$ cat config.mk
export PLATFORM = sky130hd
export DESIGN_NAME = bram_pixel_writer
export DESIGN_NICKNAME = d
export VERILOG_FILES = /design/src/rtl/pixel_pkg.sv /design/src/rtl/pixel_xy_counter.sv /design/src/rtl/bram_pixel_writer.sv
export SDC_FILE = /design/constraint.sdc
export NUM_CORES = 1
export LEC_CHECK = 0
export CAP_MARGIN = 30
export CORE_UTILIZATION = 51
export DETAILED_ROUTE_END_ITERATION = 16
export GPL_ROUTABILITY_DRIVEN = 0
export PLACE_DENSITY_LB_ADDON = 0.12
export SETUP_SLACK_MARGIN = 0.15
export SYNTH_ARGS = -nofsm -noshare
export SYNTH_HDL_FRONTEND = slang
export SYNTH_SLANG_ARGS = --single-unit
$ cat constraint.sdc
create_clock -name clk -period 2.3 [get_ports clk]
set_clock_uncertainty 0.1 [all_clocks]
set_input_delay 0.345 -clock clk [delete_from_list [all_inputs] [get_ports clk]]
set_output_delay 0.345 -clock clk [all_outputs]
set_load 0.03 [all_outputs]
$ cat src/rtl/pixel_pkg.sv
// Shared types for the BRAM pixel writer: FSM states, colour formats and address width.
package pixel_pkg;

  localparam int ADDR_W = 19;

  typedef enum logic [1:0] {
    WAIT_SOF   = 2'd0,
    RECEIVE    = 2'd1,
    FRAME_DONE = 2'd2
  } writer_state_t;

  typedef struct packed {
    logic [7:0] r;
    logic [7:0] g;
    logic [7:0] b;
  } rgb888_t;

  typedef struct packed {
    logic [5:0] r;
    logic [5:0] g;
    logic [5:0] b;
  } rgb666_t;

  // Plain truncation: the two LSBs of each colour are dropped, never rounded.
  function automatic rgb666_t to_rgb666(input rgb888_t p);
    rgb666_t q;
    q.r = p.r[7:2];
    q.g = p.g[7:2];
    q.b = p.b[7:2];
    return q;
  endfunction

endpackage

$ cat src/rtl/pixel_xy_counter.sv
// Raster position tracker: x/y with line wrap plus a running linear address (no multiplier).
module pixel_xy_counter
  import pixel_pkg::*;
#(
  parameter int H_SIZE = 607,
  parameter int V_SIZE = 455
) (
  input  logic              clk,
  input  logic              reset,
  input  logic              clear,
  input  logic              load_first,
  input  logic              advance,
  output logic [ADDR_W-1:0] address,
  output logic              at_last
);

  localparam int X_W = (H_SIZE > 1) ? $clog2(H_SIZE) : 1;
  localparam int Y_W = (V_SIZE > 1) ? $clog2(V_SIZE) : 1;
  localparam logic [X_W-1:0] X_LAST = X_W'(H_SIZE - 1);
  localparam logic [Y_W-1:0] Y_LAST = Y_W'(V_SIZE - 1);

  logic [X_W-1:0] x;
  logic [Y_W-1:0] y;

  // load_first positions the counters just past pixel 0, which the caller writes itself.
  always_ff @(posedge clk) begin
    if (reset || clear) begin
      x       <= '0;
      y       <= '0;
      address <= '0;
    end else if (load_first) begin
      x       <= X_W'(1);
      y       <= '0;
      address <= ADDR_W'(1);
    end else if (advance) begin
      address <= address + 1'b1;
      if (x == X_LAST) begin
        x <= '0;
        y <= y + 1'b1;
      end else begin
        x <= x + 1'b1;
      end
    end
  end

  assign at_last = (x == X_LAST) && (y == Y_LAST);

endmodule

$ cat src/rtl/bram_pixel_writer.sv
// Streams RGB888 pixels into a BRAM as RGB666, one registered write per accepted beat.
// Define SOF_RESYNC_EN to let a pix_sof beat in mid-frame restart the frame at address 0.
module bram_pixel_writer
  import pixel_pkg::*;
#(
  parameter int H_SIZE = 607,
  parameter int V_SIZE = 455
) (
  input  logic              clk,
  input  logic              reset,
  input  logic [23:0]       pix_data,
  input  logic              pix_valid,
  input  logic              pix_sof,
  output logic              pix_ready,
  output logic              w_enable,
  output logic [ADDR_W-1:0] w_address,
  output logic [17:0]       w_data,
  output logic              frame_done
);

  writer_state_t     state_q, state_d;
  logic              beat;
  logic              wr_en_d, done_d;
  logic [ADDR_W-1:0] wr_addr_d;
  rgb666_t           wr_data_d;
  logic              cnt_clear, cnt_load, cnt_adv;
  logic [ADDR_W-1:0] cnt_address;
  logic              cnt_at_last;

  pixel_xy_counter #(
    .H_SIZE(H_SIZE),
    .V_SIZE(V_SIZE)
  ) u_counter (
    .clk       (clk),
    .reset     (reset),
    .clear     (cnt_clear),
    .load_first(cnt_load),
    .advance   (cnt_adv),
    .address   (cnt_address),
    .at_last   (cnt_at_last)
  );

  assign pix_ready = (state_q != FRAME_DONE);
  assign beat      = pix_valid & pix_ready;
  assign wr_data_d = to_rgb666(pix_data);

  always_ff @(posedge clk) begin
    if (reset) state_q <= WAIT_SOF;
    else       state_q <= state_d;
  end

  always_comb begin
    state_d   = state_q;
    wr_en_d   = 1'b0;
    wr_addr_d = '0;
    done_d    = 1'b0;
    cnt_clear = 1'b0;
    cnt_load  = 1'b0;
    cnt_adv   = 1'b0;
    case (state_q)
      WAIT_SOF: begin
        if (beat && pix_sof) begin
          wr_en_d  = 1'b1;
          cnt_load = 1'b1;
          state_d  = RECEIVE;
        end
      end
      RECEIVE: begin
        if (beat) begin
          wr_en_d   = 1'b1;
          wr_addr_d = cnt_address;
          if (cnt_at_last) begin
            done_d    = 1'b1;
            cnt_clear = 1'b1;
            state_d   = FRAME_DONE;
          end else begin
            cnt_adv = 1'b1;
          end
`ifdef SOF_RESYNC_EN
          // A fresh start-of-frame overrides everything above; the aborted frame gets no done pulse.
          if (pix_sof) begin
            wr_addr_d = '0;
            done_d    = 1'b0;
            cnt_clear = 1'b0;
            cnt_adv   = 1'b0;
            cnt_load  = 1'b1;
            state_d   = RECEIVE;
          end
`endif
        end
      end
      FRAME_DONE: state_d = WAIT_SOF;
      default:    state_d = WAIT_SOF;
    endcase
  end

  always_ff @(posedge clk) begin
    if (reset) begin
      w_enable   <= 1'b0;
      w_address  <= '0;
      w_data     <= '0;
      frame_done <= 1'b0;
    end else begin
      w_enable   <= wr_en_d;
      frame_done <= done_d;
      if (wr_en_d) begin
        w_address <= wr_addr_d;
        w_data    <= wr_data_d;
      end
    end
  end

endmodule

==> metrics.md <==
| Metric | Value |
|---|---|
| Run status | complete, no violations |
| CP arrival | roughly 2200 ps |
| Seq/Total Area, Yosys | 0.470 |
| DR pass1 iterations | 4 |
| Final design utilization | 0.691 |
| Layout area overhead | 30.5% |
| CTS root buf | clkbuf_8 |
| H-tree levels | 3 |
| P_leak | 0.00145 µW |
| Register area | roughly 0.0016 mm² |
| Die width | ~83 µm |
| VDD IR-drop max | 537 µV |
| Min cycle time layout | roughly 2100 ps |
| Initial Util | 0.530 |
| Unrepaired setup endpoints after global routing | false |
| Vias post-DR | around 3000 |
| Drt drc | 0 |
| Setup-failing EPs final | 0 |
| Die ar. | about 0.0069 mm² |
| Cell taking the most area after synthesis | dfxtp_1 |
| Share of layout cells above drive strength 1 | 0.119 |
| Setup CP Type | flop to flop |
| DP Cell Count | ~530 |
| Max Cap Viol | 0 |
| Area of the multi-input gates | between 0.0015 and 0.002 mm² |
| Flops & latches, synth | 79 |
| Worst Path Max Fanout | 6 |
| Most numerous cell in the Yosys netlist | dfxtp_1 |
| Fmax | between 400 and 500 MHz |
| Most used routing layer | met2 |
| Slowest library cell on the worst path | or4_4 |
| DIE HEIGHT | about 83 µm |
| Antenna viol nets, final | 0 |
| Post-synth EDFFs | 0 |
| Yosys warnings | 0 |
| Setup TNS | 0 ps |
| CTS max path bufs | 2 |
| Final net count | between 400 and 500 |
| Crit start category | flop |
| M1 GR Usage | 0.299 |
| Critical-path cell list | nand3_1, or4_4, a2111oi_0, buf_4, xnor2_1, nor2_1 |
| Synthesized area | around 0.0034 mm² |
| Post-synth ARST share | 0 |
| Number of global-route vias before repair | approximately 2700 |
| Post-synthesis cell count | 392 |
| GRT Total Usage | 0.231 |
| Grt ovf | 0 |
| Met2 Use GR | 0.379 |
| Worst-Skew Late Latency | 340 ps |
| GRT met3 Usage | 0.0417 |
| Commonest cells post-synth | dfxtp_1, nor2_1, nand2_1 |
| CTS hold repair buffers | 0 |
| Worst path max stage delay | approximately 600 ps |
| Post-CTS setup buffer count | 0 |
| Ports | 68 |
| Dominant cells by area after synthesis | dfxtp_1, nor2_1, nand2_1, xnor2_1, a21oi_1 |
| Clk slew on worst S/H paths | about 80 ps |
| Final non-filler cell total | 539 |
| DRT Wirelength | slightly below 8 mm |
| Slew @ Worst Pin | 388 ps |
| Largest net degree at the start of global routing | 40 |
| Initial DRC count | 130 |
| Slew Viols, Final | 0 |
| Period utilization | 0.904 |
| Mapped Nets | around 430 |
| Post-place setup slack | -36.3 ps |
| Port bufs | 61 |
| Fin worst setup slack | between 200 and 250 ps |
| Slew headroom | 0.735 |
| CTS tree | done |
| Min-delay worst type | flop to flop |
| Post_cts resized | 2 |
| Total CTS buffers | 9 |
| Distinct cells, synth | 39 |
| Req. time, crit path | about 2400 ps |
| Pwr per Cell Area | between 600 and 700 mW/mm² |
| Core area | between 0.006 and 0.007 mm² |
| Wire per inst | between 10 and 15 µm |
| Most used DFF post-synth | dfxtp_1 |
| CTS Sinks | between 70 and 80 |
| Final hold vios | 0 |
| Ant. Diodes | 0 |
| Crit end category | flop |
| Antenna violations before repair | 0 |
| # rows | 29 |
| Avg Cell Area, Syn | around 8.6 µm² |
| Fill cell count | about 500 |
| Post-synth top area share | 0.470 |
| First-pass GRT wire length | 13.0 mm |
| DP Wirelength | between 5 and 6 mm |
| Vias per inst | ~5.5 |
per-layer routing:
layer | share of wire | wire length (µm)
met1 | 0.48 | 3660
met2 | 0.48 | 3680
met3 | 0.032 | 244
met4 | 0.015 | 116
met5 | 0 | 0
logic make-up (layout without fill, tap and decap cells):
kind of cell / after synthesis / in the layout / synth area share
xor gates and xnor gates: 27 / 27 / 0.0703
and+or+nand+nor: 173 / 173 / 0.247
muxes: 1 / 1 / 0.00298
adders and majority gates: 5 / 5 / 0.0186
buffers and inverters: 30 / 100 / 0.0357
AOI/OAI and AO/OA: 77 / 77 / 0.156
DFF: 79 / 79 / 0.470
cell usage in the layout (no fill, tap or decap), types with 5 or more instances in the layout:
master | synthesis | routed
nand2_1 | 52 | 52
ha_1 | 5 | 5
clkbuf_8 | 0 | 10
a2111oi_2 | 5 | 10
dfxtp_1 | 79 | 76
a22oi_1 | 19 | 19
nor2_1 | 57 | 56
xor2_1 | 6 | 6
xnor2_1 | 21 | 21
inv_1 | 5 | 5
nand4_1 | 10 | 10
buf_4 | 0 | 17
nor3_1 | 8 | 8
nand3_1 | 12 | 12
a21oi_1 | 35 | 35
o21ai_0 | 5 | 5
clkdlybuf4s50_1 | 0 | 61
nand2b_1 | 7 | 7
state kept, by name (all words and copies together), names as in the netlist:
| register | count |
|---|---|
| frame_done | 1 |
| state_q | 2 |
| u_counter.address | 19 |
| u_counter.x | 10 |
| u_counter.y | 9 |
| w_address | 19 |
| w_data | 18 |
| w_enable | 1 |
worst paths after layout:
| kind | startpoint | end | slack, ps | cells after the start |
|---|---|---|---|---|
| max | u_counter.address[2] | u_counter.address[18] | 220 | 6 |
| min | w_data[5] | w_data[5] | 350 | 2 |
| max reg2reg | u_counter.address[2] | u_counter.address[18] | 220 | 6 |
| min reg2reg | w_data[5] | w_data[5] | 350 | 2 |
report_power, final:
group          internal (µW)  total (µW)  switching (µW)  leakage [µW]
registers               1390        1410            18.6      0.000641
clock network            515         986             471     0.0000940
logic                    115         259             144      0.000715
total                   2020        2660             633       0.00145
critical path, delay by kind of cell (launching register included):
family                 cells  cell delay, ps
AO/OA/AOI/OAI              1             340
AND/OR/NAND/NOR            3             780
flip-flops                 1             470
buffers and inverters      1             180
XOR/XNOR                   1             110
through the flow:
step	hold slack (ps)	area, µm²	power, µW
after global routing	372	4390	2770
after global placement	338	4170	1700
after CTS	354	4350	2680
final	353	4390	2660
after floorplan	337	3360	1580
after detailed placement	343	4170	1700
final cells by class:
class	count	area share
clock buffers	10	0.0314
well taps	77	0.0219
clock inverters	4	0.0108
inverters	5	0.00428
multi-input cells	283	0.389
repair buffers	81	0.182
flip-flops and latches	79	0.361
Power figures use the tool's default switching activity.
